--- src/rtl/dual_port_reg_file_if.sv ---
// Bus bundle for dual_port_reg_file: two write ports, two read ports, collision flag and write counter.
interface dual_port_reg_file_if #(
    parameter int unsigned WIDTH = 16,
    parameter int unsigned DEPTH = 8
);
    localparam int unsigned ADDR_W = $clog2(DEPTH);
    localparam int unsigned CNT_W  = 8;

    logic              wr_en0;
    logic [ADDR_W-1:0] wr_addr0;
    logic [WIDTH-1:0]  wr_data0;
    logic              wr_en1;
    logic [ADDR_W-1:0] wr_addr1;
    logic [WIDTH-1:0]  wr_data1;
    logic [ADDR_W-1:0] rd_addr0;
    logic [WIDTH-1:0]  rd_data0;
    logic [ADDR_W-1:0] rd_addr1;
    logic [WIDTH-1:0]  rd_data1;
    logic              wr_collision;
    logic [CNT_W-1:0]  wr_count;

    modport master (
        output wr_en0, wr_addr0, wr_data0, wr_en1, wr_addr1, wr_data1, rd_addr0, rd_addr1,
        input  rd_data0, rd_data1, wr_collision, wr_count
    );

    modport slave (
        input  wr_en0, wr_addr0, wr_data0, wr_en1, wr_addr1, wr_data1, rd_addr0, rd_addr1,
        output rd_data0, rd_data1, wr_collision, wr_count
    );
endinterface

--- src/rtl/dual_port_reg_file.sv ---
// Parametrised 2-write/2-read register file; port 1 wins same-address collisions.
// Optional macro REG_FILE_BYPASS_EN enables write-first forwarding onto the read ports.
module dual_port_reg_file #(
    parameter int unsigned WIDTH    = 16,
    parameter int unsigned DEPTH    = 8,
    parameter bit          ZERO_REG = 1'b0
) (
    input logic                 clk_i,
    input logic                 rst_i,
    dual_port_reg_file_if.slave bus
);
    localparam int unsigned ADDR_W = $clog2(DEPTH);
    localparam int unsigned CNT_W  = 8;

    logic [WIDTH-1:0] regs_q [DEPTH];
    logic [WIDTH-1:0] regs_d [DEPTH];
    logic             collision_q, collision_d;
    logic [CNT_W-1:0] count_q, count_d;
    logic             we0_c, we1_c;

    // Address holds a writable, readable register (in range and not the hard-wired zero).
    function automatic logic addr_ok(input logic [ADDR_W-1:0] a);
        return (32'(a) < DEPTH) && !(ZERO_REG && (a == '0));
    endfunction

    function automatic logic [WIDTH-1:0] read_port(input logic [ADDR_W-1:0] ra);
        logic [WIDTH-1:0] v;
        v = '0;
        if (addr_ok(ra)) begin
            for (int unsigned i = 0; i < DEPTH; i++) begin
                if (ADDR_W'(i) == ra) v = regs_q[i];
            end
        end
`ifdef REG_FILE_BYPASS_EN
        if (we1_c && (bus.wr_addr1 == ra)) v = bus.wr_data1;
        else if (we0_c && (bus.wr_addr0 == ra)) v = bus.wr_data0;
`endif
        return v;
    endfunction

    // Next-state: port 1 is applied after port 0 so it overrides on a shared address.
    always_comb begin
        regs_d      = regs_q;
        count_d     = count_q;
        we0_c       = bus.wr_en0 && addr_ok(bus.wr_addr0);
        we1_c       = bus.wr_en1 && addr_ok(bus.wr_addr1);
        collision_d = bus.wr_en0 && bus.wr_en1 && (bus.wr_addr0 == bus.wr_addr1)
                      && (32'(bus.wr_addr0) < DEPTH);
        for (int unsigned i = 0; i < DEPTH; i++) begin
            if (we0_c && (bus.wr_addr0 == ADDR_W'(i))) regs_d[i] = bus.wr_data0;
            if (we1_c && (bus.wr_addr1 == ADDR_W'(i))) regs_d[i] = bus.wr_data1;
        end
        if ((we0_c || we1_c) && (count_q != '1)) count_d = count_q + CNT_W'(1);
    end

    always_ff @(posedge clk_i or posedge rst_i) begin
        if (rst_i) begin
            for (int unsigned i = 0; i < DEPTH; i++) regs_q[i] <= '0;
            collision_q <= 1'b0;
            count_q     <= '0;
        end else begin
            regs_q      <= regs_d;
            collision_q <= collision_d;
            count_q     <= count_d;
        end
    end

    always_comb begin
        bus.rd_data0     = read_port(bus.rd_addr0);
        bus.rd_data1     = read_port(bus.rd_addr1);
        bus.wr_collision = collision_q;
        bus.wr_count     = count_q;
    end
endmodule

--- src/flat_wrapper.sv ---
// flat-port wrapper written by rule: the top's interface ports become plain ports
module dual_port_reg_file_flat 
#(
    parameter int unsigned WIDTH    = 16,
    parameter int unsigned DEPTH    = 8,
    parameter bit          ZERO_REG = 1'b0
)
  (clk_i, rst_i, bus_wr_en0, bus_wr_addr0, bus_wr_data0, bus_wr_en1, bus_wr_addr1, bus_wr_data1, bus_rd_addr0, bus_rd_addr1, bus_rd_data0, bus_rd_data1, bus_wr_collision, bus_wr_count);
  dual_port_reg_file_if #(.WIDTH(WIDTH), .DEPTH(DEPTH)) bus_i ();
  input logic clk_i;
  input logic rst_i;
  input wire logic [$bits(bus_i.wr_en0)-1:0] bus_wr_en0;
  input wire logic [$bits(bus_i.wr_addr0)-1:0] bus_wr_addr0;
  input wire logic [$bits(bus_i.wr_data0)-1:0] bus_wr_data0;
  input wire logic [$bits(bus_i.wr_en1)-1:0] bus_wr_en1;
  input wire logic [$bits(bus_i.wr_addr1)-1:0] bus_wr_addr1;
  input wire logic [$bits(bus_i.wr_data1)-1:0] bus_wr_data1;
  input wire logic [$bits(bus_i.rd_addr0)-1:0] bus_rd_addr0;
  input wire logic [$bits(bus_i.rd_addr1)-1:0] bus_rd_addr1;
  output wire logic [$bits(bus_i.rd_data0)-1:0] bus_rd_data0;
  output wire logic [$bits(bus_i.rd_data1)-1:0] bus_rd_data1;
  output wire logic [$bits(bus_i.wr_collision)-1:0] bus_wr_collision;
  output wire logic [$bits(bus_i.wr_count)-1:0] bus_wr_count;
  assign bus_i.wr_en0 = bus_wr_en0;
  assign bus_i.wr_addr0 = bus_wr_addr0;
  assign bus_i.wr_data0 = bus_wr_data0;
  assign bus_i.wr_en1 = bus_wr_en1;
  assign bus_i.wr_addr1 = bus_wr_addr1;
  assign bus_i.wr_data1 = bus_wr_data1;
  assign bus_i.rd_addr0 = bus_rd_addr0;
  assign bus_i.rd_addr1 = bus_rd_addr1;
  assign bus_rd_data0 = bus_i.rd_data0;
  assign bus_rd_data1 = bus_i.rd_data1;
  assign bus_wr_collision = bus_i.wr_collision;
  assign bus_wr_count = bus_i.wr_count;
  dual_port_reg_file #(.WIDTH(WIDTH), .DEPTH(DEPTH), .ZERO_REG(ZERO_REG)) u_core (.clk_i(clk_i), .rst_i(rst_i), .bus(bus_i));
endmodule
--- config.mk ---
export PLATFORM = sky130hd
export DESIGN_NAME = dual_port_reg_file_flat
export DESIGN_NICKNAME = d
export VERILOG_FILES = /design/src/rtl/dual_port_reg_file_if.sv /design/src/rtl/dual_port_reg_file.sv /design/src/flat_wrapper.sv
export SDC_FILE = /design/constraint.sdc
export NUM_CORES = 1
export LEC_CHECK = 0
export CAP_MARGIN = 20
export CELL_PAD_IN_SITES_DETAIL_PLACEMENT = 1
export CELL_PAD_IN_SITES_GLOBAL_PLACEMENT = 1
export CORE_MARGIN = 2
export CORE_UTILIZATION = 30
export CTS_CLUSTER_SIZE = 14
export DETAILED_ROUTE_END_ITERATION = 16
export PLACE_DENSITY_LB_ADDON = 0.1
export SYNTH_ARGS = -nofsm -noshare
export SYNTH_HDL_FRONTEND = slang
export SYNTH_SLANG_ARGS = --single-unit
--- constraint.sdc ---
create_clock -name clk_i -period 4.5 [get_ports clk_i]
set_input_delay 0.9 -clock clk_i [delete_from_list [all_inputs] [get_ports clk_i]]
set_output_delay 0.9 -clock clk_i [all_outputs]
set_load 0.02 [all_outputs]
After elaboration in Yosys (flattened, before gate mapping)
Cells that the tools add are included.
{"block": "totals", "ff_bits": 137, "in_bits": 48, "output_inout_bits": 41, "elab_cells": 105}
{"block": "op_classes", "add_sub_neg": 1, "eq_ne": 30, "mux": 32, "n_reduce_logical": 32}
{"op": "$mux W16", "n": 32}
{"op": "$eq A3 B3 Y1 const A", "n": 8}
{"op": "$eq A3 B3 Y1 const B", "n": 8}
{"op": "$logic_and A1 B1 Y1", "n": 19}
{"op": "$reduce_bool A2 Y1", "n": 8}
{"op": "$eq A2 B3 Y1 const A", "n": 4}
{"op": "$eq A3 B2 Y1 const B", "n": 4}
{"op": "$logic_not A3 Y1", "n": 4}
{"op": "$add A8 B1 Y8 const B", "n": 1}
{"op": "$ne A8 B8 Y1 const B", "n": 1}
{"op": "$eq A1 B3 Y1 const A", "n": 2}
{"op": "$eq A3 B1 Y1 const B", "n": 2}
{"op": "$eq A3 B3 Y1", "n": 1}
{"op": "$logic_or A1 B1 Y1", "n": 1}

Longest topological paths before layout
Gate-level depths: netlist (run 1).
{"block": "logic_depth", "depth_word": 9, "mapped_depth": 6, "mapped_depth_nobuf": 4}

Worst setup path before layout (run 1)
Ideal clock, no wire load.
{"block": "synth_timing", "path_kind": "input to output", "startpoint": "input bus_rd_addr1[0]", "endpoint": "output bus_rd_data1[1]", "arrival_time_ps": 2055, "required_time_ps": 3600, "setup_slack_ps": 1545, "stages": 6, "cell_sequence": "buf_2 -> buf_2 -> buf_2 -> a21oi_1 -> a2bb2oi_1 -> a31oi_1"}
{"block": "synth_between", "elab_chain_cells": 9}
{"item": "start, declared", "line": "flat_wrapper.sv:19", "rtl": "input wire logic [$bits(bus_i.rd_addr1)-1:0] bus_rd_addr1;"}
{"item": "$logic_not A3 Y1", "line": "dual_port_reg_file.sv:31", "rtl": "if (ADDR_W'(i) == ra) v = regs_q[i];"}
{"item": "$mux W16 (7 in series)", "line": "dual_port_reg_file.sv:31"}
{"item": "$mux W16 *", "line": "dual_port_reg_file.sv:31"}
{"item": "end, declared", "line": "flat_wrapper.sv:21", "rtl": "output wire logic [$bits(bus_i.rd_data1)-1:0] bus_rd_data1;"}
Mark *: on every way between the ends. The rest lies on a longest branch, timed or not.

Worst setup path after layout (run 1)
{"block": "layout_timing", "startpoint": "input bus_rd_addr1[0]", "endpoint": "output bus_rd_data1[10]"}
Same word-level chain as after synthesis.

==> results of run 1 <==
[cell type report]
cell class,instances,area share [%]
Multi-Input combinational cell,660,46.3
Sequential cell,137,32.5
Timing Repair Buffer,120,10.9
Tap cell,390,4.62
Clock buffer,20,4.23
Clock inverter,12,1.34
Inverter,3,0.142
[final timing paths]
kind,from,end,slack [ns],cells after the start
worst max-delay path,bus_rd_addr1[0],bus_rd_data1[10],0.53,6
worst min-delay path,u_core.bus.wr_count[0]$_DFFE_PP0P_,u_core.bus.wr_count[0]$_DFFE_PP0P_,0.54,1
worst max register to register,u_core.bus.wr_count[0]$_DFFE_PP0P_,u_core.bus.wr_count[1]$_DFFE_PP0P_,3.00,4
worst min register to register,u_core.bus.wr_count[0]$_DFFE_PP0P_,u_core.bus.wr_count[0]$_DFFE_PP0P_,0.54,1
max in group asynchronous,rst_i,u_core.regs_q[54]$_DFFE_PP0P_,2.85,3
min in group asynchronous,rst_i,u_core.bus.wr_collision$_DFF_PP0_,1.05,3
[stage by stage]
step / hold slack, ns / cells
2_1_floorplan: 0.525 / 911
3_3_place_gp: 0.532 / 1310
3_5_place_dp: 0.532 / 1310
4_1_cts: 0.537 / 1342
5_1_grt: 0.560 / 1342
6_report: 0.538 / 1342
[cell families after synthesis]
| logic type | Yosys count | synth area share, % |
|---|---|---|
| buffers and inverters | 114 | 6.67 |
| muxes | 189 | 25.9 |
| AOI/OAI and AO/OA | 231 | 15.3 |
| DFF | 137 | 38.6 |
| xor gates and xnor gates | 7 | 0.690 |
| adders and majority gates | 1 | 0.141 |
| and+or+nand+nor | 232 | 12.7 |
[power by group through the flow]
| stage | logic (W) | registers, W | clock network [W] |
|---|---|---|---|
| global route | 0.00145 | 0.00183 | 0.00153 |
| detailed placement | 0.00133 | 0.00181 | 0 |
| floorplan | 0.000864 | 0.00175 | 0 |
| finish | 0.00131 | 0.00179 | 0.00145 |
| global placement | 0.00131 | 0.00181 | 0 |
| CTS | 0.00134 | 0.00179 | 0.00148 |
[registers in the layout (all words and copies together) (netlist names)]
register,count
u_core.bus.wr_count,8
u_core.bus.wr_collision,1
u_core.regs_q,128
[per-layer routing]
| layer | vias to the layer above | global-route usage [%] | share of wire (%) |
|---|---|---|---|
| met5 | - | 0 | 0 |
| met4 | 0 | 4.17 | 0.91 |
| met3 | 16 | 2.95 | 3.1 |
| met2 | 132 | 35.5 | 47 |
| met1 | 3619 | 30.1 | 49 |
| li1 | 3340 | - | - |
[cell usage after synthesis (2+ instances only)]
| master | count |
|---|---|
| inv_1 | 2 |
| mux4_2 | 19 |
| nand4b_1 | 6 |
| clkbuf_1 | 41 |
| a211oi_1 | 13 |
| nor2b_1 | 16 |
| nand3_1 | 4 |
| buf_4 | 12 |
| nor2_1 | 77 |
| nand2_1 | 87 |
| a31oi_1 | 29 |
| buf_6 | 4 |
| buf_2 | 38 |
| a21o_1 | 20 |
| buf_8 | 2 |
| and4bb_2 | 6 |
| nand3b_1 | 15 |
| mux2i_1 | 128 |
| a32oi_1 | 9 |
| xnor2_1 | 5 |
| a21oi_1 | 77 |
| o21ai_1 | 17 |
| a2bb2oi_1 | 4 |
| nand2b_1 | 13 |
| buf_1 | 10 |
| nand4_1 | 3 |
| mux2_2 | 34 |
| dfrtp_1 | 137 |
| a22oi_1 | 9 |
| nor4b_2 | 2 |
| clkbuf_2 | 3 |
| o21ai_0 | 48 |
| mux4_1 | 8 |
| xor2_1 | 2 |
==> reports/qor.csv, run 1 <==
stage;metric;value;unit
run_status;outcome;finished, final reports clean;
placement;Final HPWL DP;20000;µm
synthesis;post-synthesis sequential area ratio;38.6;%
detailed_routing;Pre-antenna DRT Iters;5;
detailed_routing;via/cell ratio;5.30;
sta;final hold viol count;0;
detailed_routing;Routed WL;32200;µm
worst_setup_path;worst-path cell chain;buf_2, buf_4, mux4_2, nor2_1, a31oi_1, clkdlybuf4s50_1;
cts;clock sink total;137;
power;Tot Pwr;0.00455;W
global_routing;total grt overflow;0;
floorplan;Initial Util;30.2;%
synthesis;Syn Inst Count;911;
cts;PostCTS Resize Cnt;0;
sta;Setup WS post-layout;0.533;ns
global_routing;number of global-route vias before repair;7401;
power;Sw Pwr;0.00152;W
cts;clock buffer count from CTS;17;
placement;Buffers on Ports;88;
finish;most frequent cells in the layout;dfrtp_1, mux2i_1, nand2_1;
power;Pint;0.00303;W
sta;Tcrit/Tclk final;88.2;%
synthesis;syn_nets;960;
finish;Reg area;3430;µm²
worst_setup_path;Startpoint Class;input pin;
cts;H-tree levels;4;
power;Reg power frac;39.4;%
worst_setup_path;WP data arrival;3.07;ns
cts;hold_buf cts;0;
sta;Max Clk Rate;0.252;GHz
placement;Post-Place Cell Area;9970;µm²
sta;setup TNS;0;ns
finish;Total Nets Final;988;
floorplan;Die ar.;31000;µm²
worst_setup_path;crit end category;output pin;
power;Cell Pwr Density;431;nW/µm²
cts;worst skew pair latency;0.43;ns
floorplan;DIE WIDTH;176;µm
power;Pleak;4.35;nW
floorplan;row count;63;
worst_setup_path;worst-path fanout max;34;
detailed_routing;post-route ant nets;0;
synthesis;Synth top area share;38.6;%
detailed_routing;Initial DRC Count;393;
global_routing;total track usage;21.4;%
finish;area delta synth->final;18.7;%
finish;footprint of the multi-input gates;4880;µm²
sta;clock skew after layout;0.000585;ns
sta;Slew Viols, Final;0;
floorplan;Die H;176;µm
synthesis;synth top area cells;dfrtp_1, mux2i_1, mux4_2, a21oi_1, mux2_2;
synthesis;Synth async-reset ratio;100;%
power;Clk pwr share;31.7;%
floorplan;CORE AREA;29400;µm²
placement;DP Worst Slack;0.503;ns
worst_setup_path;CP required;3.60;ns
power;Worst IR Drop VDD;0.269;mV
synthesis;area leader, netlist;dfrtp_1;
sta;Rel. slew slack;39.8;%
finish;diode count;0;
sta;Finish-stage setup viols;0;
synthesis;Synth Register Bits;137;
synthesis;Avg Inst Size Synth;9.76;µm²
finish;share of cells above drive strength 1;13.6;%
floorplan;Top Ports;89;
worst_setup_path;cell family with the largest share of critical-path delay;buffers and inverters;
power;switch share;33.3;%
synthesis;top_reg_cell synth;dfrtp_1;
synthesis;number of flops mapped to enable cells by yosys;0;
cts;TritonCTS clock tree;built;
power;combinational share of power;28.9;%
placement;Final GP Congestion;0.757;
finish;Final Instance Area;10600;µm²
sta;RSZ-0062 raised after global routing;false;
cts;Reg clk slew, reported paths;0.07;ns
detailed_routing;DRC;0;
synthesis;Ys Warns;0;
global_routing;initial antenna violation count;0;
worst_setup_path;Crit path buffers/inverters;3;
worst_setup_path;Max stage delay on crit path;0.60;ns
worst_setup_path;Crit-path slowest cell;buf_2;
finish;Final Util;35.9;%
global_routing;largest net degree at the start of global routing;138;
cts;Setup Buffers After CTS;0;
synthesis;post-synthesis cell area;8890;µm²
job;Max Cap Viol;0;
detailed_routing;wire length per cell;24.0;µm
sta;post-layout min period;3.97;ns
sta;actual slew at the worst max-slew pin;0.903;ns
min_path;min-delay worst type;reg2reg;
global_routing;first-pass GRT wire length;49300;µm
cts;clk buf depth;2;
cts;Root Buffer;clkbuf_16;
finish;Filler cells;3291;
detailed_routing;routed vias;7107;
finish;most common cell after layout, fill and taps aside;dfrtp_1;
worst_setup_path;crit path kind;in2out;
synthesis;Synth cell types;45;
Note: power is estimated with default switching activity, not from simulation.
==> run 2: changes to the inputs <==
ABC_CLOCK_PERIOD_IN_PS = 4500   (was unset)
CORE_UTILIZATION = 33   (was 30)
REMOVE_ABC_BUFFERS = 1   (was unset)
==> run 2 against run 1 <==
Compared with the run above:
- clock power about the same
- global-route usage grew 1.8 points
- largest cell class unchanged
- design area down 0.57%
- combinational power about the same
==> reports/qor.csv, run 2 (synthesis gave the netlist of run 1 again) <==
stage;metric;value;unit;change
detailed_routing;post-route ant nets;0;;unchanged
placement;Final HPWL DP;20400;µm;+2.3%
finish;Largest register FFs;128;;unchanged
power;Cell Pwr Density;434;nW/µm²;+0.61%
worst_setup_path;WP data arrival;3.42;ns;+0.35 ns
finish;share of cells above drive strength 1;13.6;%;+0.091 points
sta;post-layout min period;4.32;ns;+0.350 ns
worst_setup_path;Startpoint Class;input pin;;
cts;TritonCTS clock tree;built;;
worst_setup_path;crit end category;output pin;;
sta;Slew Viols, Final;0;;unchanged
sta;clock skew after layout;0.000714;ns;+0.000128 ns
global_routing;number of global-route vias before repair;8044;;+8.7%
worst_setup_path;CP required;3.60;ns;about the same
detailed_routing;routed vias;7441;;+4.7%
min_path;HP Start;u_core.bus.wr_count[0]$_DFFE_PP0P_;;
floorplan;Top Ports;89;;unchanged
placement;Post-Place Cell Area;9910;µm²;-0.60%
floorplan;DIE WIDTH;168;µm;-4.5%
floorplan;Initial Util;33.3;%;+3.0 points
worst_setup_path;R2R Path End;u_core.bus.wr_count[1]$_DFFE_PP0P_;;
worst_setup_path;Crit path buffers/inverters;2;;-1
detailed_routing;Metal-1 WL;14400;µm;-7.9%
placement;Final GP Congestion;0.787;;+3.9%
sta;Max Clk Rate;0.232;GHz;-8.1%
sta;actual slew at the worst max-slew pin;0.941;ns;+0.0384 ns
min_path;min-delay worst type;reg2reg;;
global_routing;largest net degree at the start of global routing;64;;-54%
job;Max Cap Viol;0;;unchanged
detailed_routing;wire length per cell;24.8;µm;+3.4%
worst_setup_path;worst-path cell chain;clkdlybuf4s50_1, nand2_1, a211oi_1, a21oi_1, clkdlybuf4s50_1;;
finish;Total Nets Final;989;;+0.10%
sta;Rel. slew slack;37.3;%;-2.6 points
global_routing;first-pass GRT wire length;49700;µm;+0.90%
run_status;outcome;finished, final reports clean;;
finish;area delta synth->final;18.1;%;
placement;Placed Instances;1262;;-3.7%
worst_setup_path;crit-path most repeated cell;clkdlybuf4s50_1;;
cts;worst skew pair latency;0.42;ns;about the same
sta;Hold WS;0.540;ns;+0.00175 ns
cts;clock buffer count from CTS;17;;unchanged
detailed_routing;Initial DRC Count;459;;+17%
worst_setup_path;R2R cell count;4;;unchanged
detailed_routing;via/cell ratio;5.75;;+8.6%
finish;Finished Layout Cells;1294;;-3.6%
global_routing;total grt overflow;0;;unchanged
cts;H-tree levels;4;;unchanged
floorplan;Die ar.;28300;µm²;-8.9%
placement;Buffers on Ports;88;;unchanged
cts;clock sink total;137;;unchanged
sta;setup TNS;0;ns;unchanged
global_routing;initial antenna violation count;0;;unchanged
power;Pleak;4.36;nW;about the same
cts;Setup Buffers After CTS;0;;unchanged
cts;Reg clk slew, reported paths;0.07;ns;about the same
finish;footprint of the multi-input gates;4880;µm²;unchanged
detailed_routing;met2 wire length;15900;µm;+3.9%
worst_setup_path;Max stage delay on crit path;0.85;ns;+0.25 ns
cts;Root Buffer;clkbuf_16;;
floorplan;row count;60;;-4.8%
global_routing;total track usage;23.3;%;+1.8 points
finish;most common cell after layout, fill and taps aside;dfrtp_1;;
floorplan;CORE AREA;26700;µm²;-9.1%
detailed_routing;WL met3;1170;µm;+19%
power;Tot Pwr;0.00455;W;about the same
detailed_routing;Pre-antenna DRT Iters;5;;unchanged
cts;clk buf depth;2;;unchanged
worst_setup_path;crit path kind;in2out;;
finish;largest register by flop count;u_core.regs_q;;
cts;PostCTS Resize Cnt;0;;unchanged
floorplan;Die H;168;µm;-4.5%
finish;diode count;0;;unchanged
detailed_routing;uppermost layer routed;met4;;
finish;Final Instance Area;10500;µm²;-0.57%
worst_setup_path;worst-path fanout max;9;;-74%
finish;Reg area;3430;µm²;unchanged
worst_setup_path;Reg2Reg Setup Slack;2.95;ns;-0.05 ns
worst_setup_path;cell family with the largest share of critical-path delay;buffers and inverters;;
min_path;Hold Path Stages;1;;unchanged
cts;hold_buf cts;0;;unchanged
detailed_routing;DRC;0;;unchanged
sta;Tcrit/Tclk final;95.9;%;+7.8 points
finish;most frequent cells in the layout;dfrtp_1, mux2i_1, nand2_1;;
sta;final hold viol count;0;;unchanged
min_path;Min-Delay Endpoint;u_core.bus.wr_count[0]$_DFFE_PP0P_;;
finish;Filler cells;2985;;-9.3%
worst_setup_path;r2r startpoint;u_core.bus.wr_count[0]$_DFFE_PP0P_;;
sta;Finish-stage setup viols;0;;unchanged
detailed_routing;Routed WL;32100;µm;-0.32%
sta;RSZ-0062 raised after global routing;false;;
worst_setup_path;Crit-path slowest cell;clkdlybuf4s50_1;;
power;Worst IR Drop VDD;0.248;mV;-7.9%
-- run 2: cell count changes in the layout (fill, tap and decap cells not counted), sizes merged --
cell           before  now
clkbuf             20   19
clkdlybuf4s50      84   85
inv                 4    5
-- run 2: area by class of cell --
class	instances	area share, %
Clock buffer	19	4.22
Timing Repair Buffer	121	11.0
Multi-Input combinational cell	660	46.5
Tap cell	341	4.07
Clock inverter	13	1.38
Sequential cell	137	32.7
Inverter	3	0.155
-- run 2: worst register-to-register path, cell delays in order, from the launching register on --
cell and delay [ns]:
dfrtp_1 0.41, ha_1 0.22, nand4_1 0.16, o22ai_1 0.27, mux2_2 0.38
-- run 2: power by group --
group / leakage, nW / switching (W) / total [W] / internal (W)
clock: 0.269 / 0.000604 / 0.00144 / 0.000836
combinational: 2.47 / 0.000660 / 0.00134 / 0.000676
sequential: 1.62 / 0.000256 / 0.00178 / 0.00152
total: 4.36 / 0.00152 / 0.00455 / 0.00303
-- run 2: through the flow --
stage	utilization, %	setup slack [ns]
floorplan	-	-0.0678
global placement	37.1	0.265
detailed placement	37.1	0.199
CTS	39.3	0.205
global route	39.3	0.197
finish	39.3	0.183
-- run 2: worst max-delay path by stage --
stage                     from                           endpoint  slack (ns)  depth (start not counted)
4_1_cts        bus_rd_addr0[1]                   bus_rd_data0[14]        0.20                          5
5_1_grt        bus_rd_addr0[1]                   bus_rd_data0[14]        0.20                          5
6_report       bus_rd_addr0[1]                   bus_rd_data0[12]        0.18                          5
2_1_floorplan            rst_i  u_core.bus.wr_collision$_DFF_PP0_       -0.07                          1
3_5_place_dp   bus_rd_addr0[1]                   bus_rd_data0[14]        0.20                          5
3_3_place_gp   bus_rd_addr0[1]                   bus_rd_data0[14]        0.27                          5
-- run 2: per-layer routing --
layer / vias up / track usage, %
met5: - / 0
met4: 0 / 6.63
met3: 39 / 3.46
met2: 176 / 39.9
met1: 3882 / 30.7
li1: 3344 / -
